==> src/rtl/muldiv_iter.sv <==
// muldiv_iter: iterative MIPS-style multiply/divide unit with HI/LO registers.
// One radix-2 step per clock. An accepted multiply or divide keeps busy high
// for WIDTH+1 cycles. MTHI/MTLO complete in a single cycle while the unit stays idle.
// Ports:
//   clk, rst      - clock; asynchronous active-high reset
//   start, op     - request and opcode (NOP/MULT/MULTU/DIV/DIVU/MTHI/MTLO/
//                   MADD/MADDU/MSUB/MSUBU)
//   cancel        - flush an in-flight operation without writing HI/LO
//   A, B          - rs / rt operands (A also feeds MTHI/MTLO)
//   hi, lo        - architectural HI/LO registers
//   busy          - high while an iterative operation is in flight
//   done          - one-cycle pulse after HI/LO take an iterative result
module muldiv_iter #(
  parameter int unsigned WIDTH = 32,
  parameter int unsigned CNT_W = 6
) (
  input  logic             clk,
  input  logic             rst,
  input  logic             start,
  input  logic [3:0]       op,
  input  logic             cancel,
  input  logic [WIDTH-1:0] A,
  input  logic [WIDTH-1:0] B,
  output logic [WIDTH-1:0] hi,
  output logic [WIDTH-1:0] lo,
  output logic             busy,
  output logic             done
);

  localparam logic [1:0] IDLE = 2'd0;
  localparam logic [1:0] CALC = 2'd1;
  localparam logic [1:0] FIN  = 2'd2;

  localparam logic [3:0] OP_MULT  = 4'd1;
  localparam logic [3:0] OP_MULTU = 4'd2;
  localparam logic [3:0] OP_DIV   = 4'd3;
  localparam logic [3:0] OP_DIVU  = 4'd4;
  localparam logic [3:0] OP_MTHI  = 4'd5;
  localparam logic [3:0] OP_MTLO  = 4'd6;
  localparam logic [3:0] OP_MADD  = 4'd7;
  localparam logic [3:0] OP_MADDU = 4'd8;
  localparam logic [3:0] OP_MSUB  = 4'd9;
  localparam logic [3:0] OP_MSUBU = 4'd10;

  localparam logic [CNT_W-1:0] CNT_LOAD = CNT_W'(WIDTH);
  localparam logic [CNT_W-1:0] CNT_ONE  = CNT_W'(1);

  function automatic logic isSignedOp(input logic [3:0] o);
    return (o == OP_MULT) || (o == OP_DIV) || (o == OP_MADD) || (o == OP_MSUB);
  endfunction

  function automatic logic isDivOp(input logic [3:0] o);
    return (o == OP_DIV) || (o == OP_DIVU);
  endfunction

  logic [1:0]         state, stateNext;
  logic [CNT_W-1:0]   cnt, cntNext;
  logic [3:0]         opR, opNext;
  logic [WIDTH-1:0]   aR, aNext;
  logic [WIDTH-1:0]   magA, magANext;
  logic [WIDTH-1:0]   magB, magBNext;
  logic               negRes, negResNext;
  logic               negRem, negRemNext;
  // acc/low hold {product high, product low} for multiply,
  // {partial remainder, dividend/quotient} for divide.
  logic [WIDTH-1:0]   acc, accNext;
  logic [WIDTH-1:0]   low, lowNext;
  logic [WIDTH-1:0]   hiNext, loNext;
  logic               busyNext, doneNext;

  // Operand magnitudes at accept; an unsigned WIDTH-bit magnitude holds 2^(WIDTH-1).
  logic               inSigned, negAIn, negBIn, opValid;
  logic [WIDTH-1:0]   magAIn, magBIn;

  assign opValid  = (op >= OP_MULT) && (op <= OP_MSUBU);
  assign inSigned = isSignedOp(op);
  assign negAIn   = inSigned & A[WIDTH-1];
  assign negBIn   = inSigned & B[WIDTH-1];
  assign magAIn   = negAIn ? -A : A;
  assign magBIn   = negBIn ? -B : B;

  // One shift-add multiply step.
  logic [WIDTH:0]     mulSum;
  assign mulSum = {1'b0, acc} + {1'b0, (low[0] ? magA : '0)};

  // One restoring divide step on a WIDTH+1-bit shifted remainder.
  logic [WIDTH:0]     divShift, divDiff;
  logic               divGe;
  assign divShift = {acc, low[WIDTH-1]};
  assign divDiff  = divShift - {1'b0, magB};
  assign divGe    = divShift >= {1'b0, magB};

  // Final sign correction and HI/LO merge.
  logic [2*WIDTH-1:0] prodMag, prodRes, hiloCur;
  logic [WIDTH-1:0]   quoRes, remRes;
  assign prodMag = {acc, low};
  assign prodRes = negRes ? -prodMag : prodMag;
  assign hiloCur = {hi, lo};
  assign quoRes  = negRes ? -low : low;
  assign remRes  = negRem ? -acc : acc;

  // Next-state and datapath logic.
  always_comb begin
    stateNext  = state;
    cntNext    = cnt;
    opNext     = opR;
    aNext      = aR;
    magANext   = magA;
    magBNext   = magB;
    negResNext = negRes;
    negRemNext = negRem;
    accNext    = acc;
    lowNext    = low;
    hiNext     = hi;
    loNext     = lo;
    doneNext   = 1'b0;

    case (state)
      IDLE: begin
        if (start && !cancel && opValid) begin
          if (op == OP_MTHI) begin
            hiNext = A;
          end else if (op == OP_MTLO) begin
            loNext = A;
          end else begin
            stateNext  = CALC;
            cntNext    = CNT_LOAD;
            opNext     = op;
            aNext      = A;
            magANext   = magAIn;
            magBNext   = magBIn;
            negResNext = negAIn ^ negBIn;
            negRemNext = negAIn;
            accNext    = '0;
            lowNext    = isDivOp(op) ? magAIn : magBIn;
          end
        end
      end
      CALC: begin
        if (cancel) begin
          stateNext = IDLE;
        end else begin
          if (isDivOp(opR)) begin
            accNext = divGe ? divDiff[WIDTH-1:0] : divShift[WIDTH-1:0];
            lowNext = {low[WIDTH-2:0], divGe};
          end else begin
            accNext = mulSum[WIDTH:1];
            lowNext = {mulSum[0], low[WIDTH-1:1]};
          end
          cntNext = cnt - CNT_ONE;
          if (cnt == CNT_ONE) stateNext = FIN;
        end
      end
      FIN: begin
        stateNext = IDLE;
        if (!cancel) begin
          doneNext = 1'b1;
          case (opR)
            OP_MULT, OP_MULTU: {hiNext, loNext} = prodRes;
            OP_MADD, OP_MADDU: {hiNext, loNext} = hiloCur + prodRes;
            OP_MSUB, OP_MSUBU: {hiNext, loNext} = hiloCur - prodRes;
            OP_DIV, OP_DIVU: begin
              if (magB == '0) begin
                hiNext = aR;
                loNext = '1;
              end else begin
                hiNext = remRes;
                loNext = quoRes;
              end
            end
            default: doneNext = 1'b1;
          endcase
        end
      end
      default: stateNext = IDLE;
    endcase

    busyNext = (stateNext != IDLE);
  end

  // State and output registers.
  always_ff @(posedge clk or posedge rst) begin
    if (rst) begin
      state  <= IDLE;
      cnt    <= '0;
      opR    <= '0;
      aR     <= '0;
      magA   <= '0;
      magB   <= '0;
      negRes <= 1'b0;
      negRem <= 1'b0;
      acc    <= '0;
      low    <= '0;
      hi     <= '0;
      lo     <= '0;
      busy   <= 1'b0;
      done   <= 1'b0;
    end else begin
      state  <= stateNext;
      cnt    <= cntNext;
      opR    <= opNext;
      aR     <= aNext;
      magA   <= magANext;
      magB   <= magBNext;
      negRes <= negResNext;
      negRem <= negRemNext;
      acc    <= accNext;
      low    <= lowNext;
      hi     <= hiNext;
      lo     <= loNext;
      busy   <= busyNext;
      done   <= doneNext;
    end
  end

endmodule

==> config.mk <==
export PLATFORM = sky130hd
export DESIGN_NAME = muldiv_iter
export DESIGN_NICKNAME = d
export VERILOG_FILES = /design/src/rtl/muldiv_iter.sv
export SDC_FILE = /design/constraint.sdc
export NUM_CORES = 1
export LEC_CHECK = 0
export BUFFER_PORTS_ARGS = -buffer_cell sky130_fd_sc_hd__buf_2
export CAP_MARGIN = 25
export CELL_PAD_IN_SITES_DETAIL_PLACEMENT = 0
export CELL_PAD_IN_SITES_GLOBAL_PLACEMENT = 1
export CORE_MARGIN = 2
export CORE_UTILIZATION = 45
export CTS_CLUSTER_SIZE = 14
export DETAILED_ROUTE_END_ITERATION = 7
export MAX_ROUTING_LAYER = met4
export PLACE_DENSITY_LB_ADDON = 0.1
export SETUP_SLACK_MARGIN = 0.15
export SYNTH_ARGS = -nofsm -noshare
export SYNTH_HDL_FRONTEND = slang
export SYNTH_SLANG_ARGS = --single-unit
==> constraint.sdc <==
create_clock -name clk -period 15.39 [get_ports clk]
set_input_delay 1.539 -clock clk [delete_from_list [all_inputs] [get_ports clk]]
set_output_delay 1.539 -clock clk [all_outputs]
set_load 0.03 [all_outputs]
==> impl_metrics.toml, run 1 <==
[finish]
seq_area_mm2 = 0.00598
mostFrequentLayoutCell = "a21oi_1"
nFillCells = 5930
area_growth_pct = 8.76
final_nets = 3909
multi_input_area_mm2 = 0.0193
drive_above_1_share_pct = 9.34
layout_common_cells = "409 x a21oi_1, 401 x nand2_1, 340 x o21ai_0"

[power_and_ir_drop]
power.total_mw = 7.95
ir_drop_mv = 0.146
leakage_nw = 12.8
powerDensity_mw_per_mm2 = 272

[global_routing]
antenna_found_initial = 6
grt_use_total_pct = 38.6
overflow = 0
grt_max_degree = 116
grt_pass1_vias = 27229
grt_pass1_wl_um = 178000

[worst_hold_path]
min_path_type = "flip-flop to flip-flop"

[clock_tree]
cts_resized = 0
cts_tree = "done"
numCtsBuffers = 35
root_buffer = "clkbuf_16"
holdBufCountCts = 0
ctsLongestPathBuffers = 3
cts_sinks = 239
clk_pin_slew_ns = 0.06
h-tree-depth = 2
post-cts-setup-buffers = 0
insertion_delay_ns = 0.58

[sta]
fin_crit_ns = 7.24
finalSetupViolCount = 0
finalHoldViolCount = 0
fin_worst_skew_ns = 0.0360
fin_setup_tns_ns = 0
worstMarginPinSlew_ns = 1.04
drv_slew = 0
holdWs_ns = 0.476
relSlewSlack_pct = 30.4
rsz0062_at_grt = "false"
max_freq_mhz = 138
layout_worst_path_cycle_share_pct = 47.1

[synth]
syn-cell-area_mm2 = 0.0269
yosys_warnings = 0
synth_nets = 3950
synth_ff_type = "dfrtp_1"
synthArstFlopShare_pct = 100
synth_cells = 3679
ys_ff_latch = 239
synth_edf_count = 0
avgSynthCellArea_um2 = 7.31
yosysUniqueCellTypes = 97
ys_seq_area_share_pct = 22.2

[worst_setup_path]
max_stage_delay_ns = 0.79
critPathLaunchType = "flip-flop"
arrival_ns = 7.65
path_class = "flip-flop to flip-flop"
crit_path_max_fanout = 11
slowest_stage = "nor4_2"
path_cells = "or4_4 -> nor4_2 -> nand4_1 -> o21ai_0 -> xor2_1 -> inv_1 -> ha_1 -> nand4_1 -> or4_1 -> nor4_1 -> a21o_1 -> a21oi_1 -> o21ai_0 -> a31oi_1 -> o21a_1 -> or3_2 -> nand3_1 -> a41oi_2"
end_kind = "flip-flop"
critPathRequiredTime_ns = 15.80

[drt]
post_drt_wl_per_cell_um = 27.2
via_per_inst = 6.56
firstDrtPassIters = 6
wirelength_um = 121000
drc_errors = 0
wl_met1_um = 52100
dr_wl_met2_um = 51600
antenna_left = 0
wl_met3_um = 10500
highest_layer = "met4"
num_vias = 29111
drtIter0Drc = 3033

[placement]
portBuffers = 137
hpwl_um = 92500
place.gp.congestion = 1.03

[die]
placementRows = 89
die_y_um = 248
die_area_mm2 = 0.0617
ios = 138
start_util_pct = 45.6
core_mm2 = 0.0590
die_w_um = 248

[flow_run]
max-cap-violations = 0

[run_status]
status = "complete, no violations"
[power breakdown]
part           leakage (nW)  switching, mW  internal (mW)
sequential             2.97          0.466          0.868
combinational          9.23           3.81           1.92
clock                 0.594          0.354          0.527
total                  12.8           4.63           3.32
[final cells by class]
| class | count | area share [%] |
|---|---|---|
| diodes | 4 | 0.0342 |
| clock buffers | 48 | 3.43 |
| clock inverters | 13 | 0.723 |
| inverters | 199 | 2.58 |
| multi-input cells | 2984 | 66.0 |
| flip-flops and latches | 239 | 20.4 |
| well taps | 773 | 3.31 |
| repair buffers | 179 | 3.50 |
[synthesized netlist by cell type (38+ instances only)]
cell type,instances,area share [%]
a21oi_1,410,7.6
clkbuf_1,231,3.2
dfrtp_1,239,22
o21bai_1,53,1.5
o221ai_1,38,1.2
nor4_1,53,1.2
ha_1,195,9.1
nor3_1,77,1.4
nand2_1,401,5.6
a21o_1,74,2.1
mux2i_1,43,1.6
and2_1,51,1.2
o31ai_1,46,1.3
nand3_1,49,0.91
xnor2_1,116,3.8
inv_1,199,2.8
nor2_1,315,4.4
o21ai_0,340,6.3
xor2_1,114,3.7
[worst max-delay path: cells and delay by family, from the launching register on]
| family | cells | cell delay [ns] |
|---|---|---|
| adder cells (fa/ha/maj) | 1 | 0.50 |
| AND/OR/NAND/NOR | 8 | 3.68 |
| buffers and inverters | 1 | 0.08 |
| AO/OA/AOI/OAI | 7 | 2.07 |
| flip-flops | 1 | 0.45 |
| XOR/XNOR | 1 | 0.30 |
[metal layers]
metal | track usage, % | vias to the layer above
met4 | 18.8 | 0
met2 | 55.7 | 1507
met5 | - | -
met1 | 52.7 | 14047
met3 | 5.71 | 287
li1 | - | 13270
[metrics by stage]
step / utilization [%] / worst slack [ns] / cells / instance area, um2
3_3_place_gp: 47.4 / 8.46 / 4371 / 28000
3_5_place_dp: 47.4 / 8.34 / 4372 / 28000
6_report: 49.6 / 8.15 / 4439 / 29300
5_1_grt: 49.6 / 7.59 / 4439 / 29300
4_1_cts: 49.5 / 8.26 / 4433 / 29200
2_1_floorplan: - / 7.29 / 3679 / 26900
[logic make-up after synthesis]
logic type | share of synthesized area, %
DFF | 22.2
adders and majority gates | 9.37
buffers and inverters | 6.43
xor gates and xnor gates | 7.61
AOI/OAI and AO/OA | 31.2
muxes | 3.19
and+or+nand+nor | 20.0
[state kept, by name, summed over array words and instances (netlist names)]
name,count
aR,32
acc,32
hi,32
lo,32
low,32
magB,32
magA,31
cnt,6
opR,4
state,2
busy,1
done,1
negRem,1
negRes,1
[worst paths after layout]
kind                       startpoint  endpoint  cells after the start  slack, ns
min in group asynchronous         rst   acc[26]                      2       1.11
max in group asynchronous         rst    hi[11]                      3      12.82
setup reg to reg              low[19]    hi[31]                     18       8.15
hold reg to reg              magA[27]  magA[27]                      2       0.48
setup / recovery              low[19]    hi[31]                     18       8.15
hold / removal               magA[27]  magA[27]                      2       0.48
Note: power is estimated with default switching activity, not from simulation.
==> run 2, diff against run 1 <==
Settings changed: CORE_UTILIZATION 45 to 43.
Clock period 15.39 ns to 6.4 ns, I/O delays scaled along.
==> run 2 against run 1 <==
Compared with the run above: sequential cell count stayed put; via count is 1.9% higher; clock skew is 0.013 ns lower; worst hold slack worse by 0.24 ns; register-to-register slack worse by 7.8 ns; clock power is 140% higher; largest cell class unchanged.
==> impl_metrics.toml, run 2 (synthesis gave the netlist of run 1 again) <==
[finish]
nFillCells = 6257
final_nets = 3973
drive_above_1_share_pct = 11.1
fin_area_mm2 = 0.0298
final_cells = 4564
area_growth_pct = 10.9
multi_input_area_mm2 = 0.0193
mostFrequentLayoutCell = "a21oi_1"
utilization_pct = 48.2
seq_area_mm2 = 0.00598
layout_common_cells = "408 x a21oi_1, 400 x nand2_1, 339 x o21ai_0"

[drt]
firstDrtPassIters = 6
post_drt_wl_per_cell_um = 27.6
antenna_left = 0
dr_wl_met2_um = 52200
num_vias = 29652
wirelength_um = 126000
wl_met3_um = 12000
via_per_inst = 6.50
wl_met1_um = 54800
drc_errors = 0
highest_layer = "met4"
drtIter0Drc = 3360

[power_and_ir_drop]
powerDensity_mw_per_mm2 = 662
leakage_nw = 13.1
ir_drop_mv = 0.262

[global_routing]
grt_pass1_vias = 27447
grt_max_degree = 122
grt_use_total_pct = 39.2
grt_pass1_wl_um = 183000
overflow = 0
antenna_found_initial = 3

[sta]
finalSetupViolCount = 0
worstMarginPinSlew_ns = 1.01
fin_setup_tns_ns = 0
fin_worst_skew_ns = 0.0226
rsz0062_at_grt = "true"
drv_slew = 0
relSlewSlack_pct = 31.8
layout_setup_ws_ns = 0.351
layout_worst_path_cycle_share_pct = 94.5
finalHoldViolCount = 0
fin_crit_ns = 6.05
max_freq_mhz = 165

[placement]
place.gp.congestion = 1.03
hpwl_um = 96800
dp_slack_ns = 0.448
placement.cell_area_mm2 = 0.0286
placed_cells = 4500
portBuffers = 137

[worst_setup_path]
r2r_start = "low[18]"
worstSetupStartpoint = "low[18]"
critPathRequiredTime_ns = 6.82
r2r_end = "hi[22]"
critPathLaunchType = "flip-flop"
arrival_ns = 6.47
crit_path_max_fanout = 11
reg2reg_slack_ns = 0.35
reg2reg_depth = 22
end_kind = "flip-flop"
path_class = "flip-flop to flip-flop"

[die]
core_mm2 = 0.0618
start_util_pct = 43.5
die_area_mm2 = 0.0646
die_y_um = 254
die_w_um = 254
ios = 138
placementRows = 91

[clock_tree]
insertion_delay_ns = 0.57
cts_tree = "done"
ctsLongestPathBuffers = 3
root_buffer = "clkbuf_16"
numCtsBuffers = 35
clk_pin_slew_ns = 0.06
cts_sinks = 239
holdBufCountCts = 0
h-tree-depth = 2

[flow_run]
max-cap-violations = 0

[run_status]
status = "complete, no violations"

[worst_hold_path]
min_path_type = "primary input to asynchronous set/reset pin"
[run 2: changes by cell type in the layout (fill, tap and decap cells not counted), moves of 2 or more]
cell	previous run	this run
clkinv_2	4	9
xor2_2	2	4
buf_4	39	104
xor2_1	114	112
clkbuf_8	8	2
diode_2	4	1
[run 2: cell type report]
cell class              instances  share of cell area (%)
multi-input cells            2984                    64.8
flip-flops and latches        239                    20.1
repair buffers                243                    5.08
well taps                     837                    3.51
clock buffers                  42                    3.16
inverters                     199                    2.52
clock inverters                19                   0.822
diodes                          1                 0.00839
[run 2: worst max-delay path by stage]
stage / cells after the start / end
floorplan: 19 / hi[31]
global route: 20 / hi[22]
finish: 22 / hi[22]
CTS: 20 / hi[22]
detailed placement: 20 / hi[22]
global placement: 23 / hi[22]
[run 2: layer usage]
layer	up-vias	GRT usage, %
met4	0	18.9
met1	14403	53.9
met3	270	6.78
met5	-	-
met2	1576	55.4
li1	13403	-
[run 2: where the power goes]
part | internal, mW | leakage [nW] | switching [mW]
Clock | 1.26 | 0.589 | 0.858
Combinational | 4.97 | 9.55 | 9.57
Sequential | 2.09 | 2.97 | 1.01
Total | 8.32 | 13.1 | 11.4
[run 2: critical path, cell delays in order (launching register included)]
cell	delay (ns)
dfrtp_1	0.47
or4_4	0.59
nor4_2	0.35
buf_4	0.22
a31oi_1	0.10
xnor2_1	0.53
inv_1	0.16
ha_1	0.33
buf_4	0.19
a21oi_1	0.19
o31ai_1	0.16
nor2_1	0.21
o211ai_1	0.20
o2111a_1	0.39
o211ai_1	0.36
a211oi_1	0.13
buf_4	0.18
nor2_1	0.30
xnor2_1	0.11
a221oi_1	0.33
nor2_1	0.08
a221oi_1	0.23
o21ai_0	0.10
[run 2: per-stage QoR]
stage	hold slack (ns)	total power, mW
6_report	0.233	19.8
5_1_grt	0.288	21.0
4_1_cts	0.235	19.2
3_5_place_dp	0.467	17.1
3_3_place_gp	0.461	17.1
2_1_floorplan	0.442	12.4
[run 2: what timing repair did]
item,4_1_cts,5_1_grt
buffers inserted,0,1
endpoints found under the setup margin,0,5
resized for setup,0,7
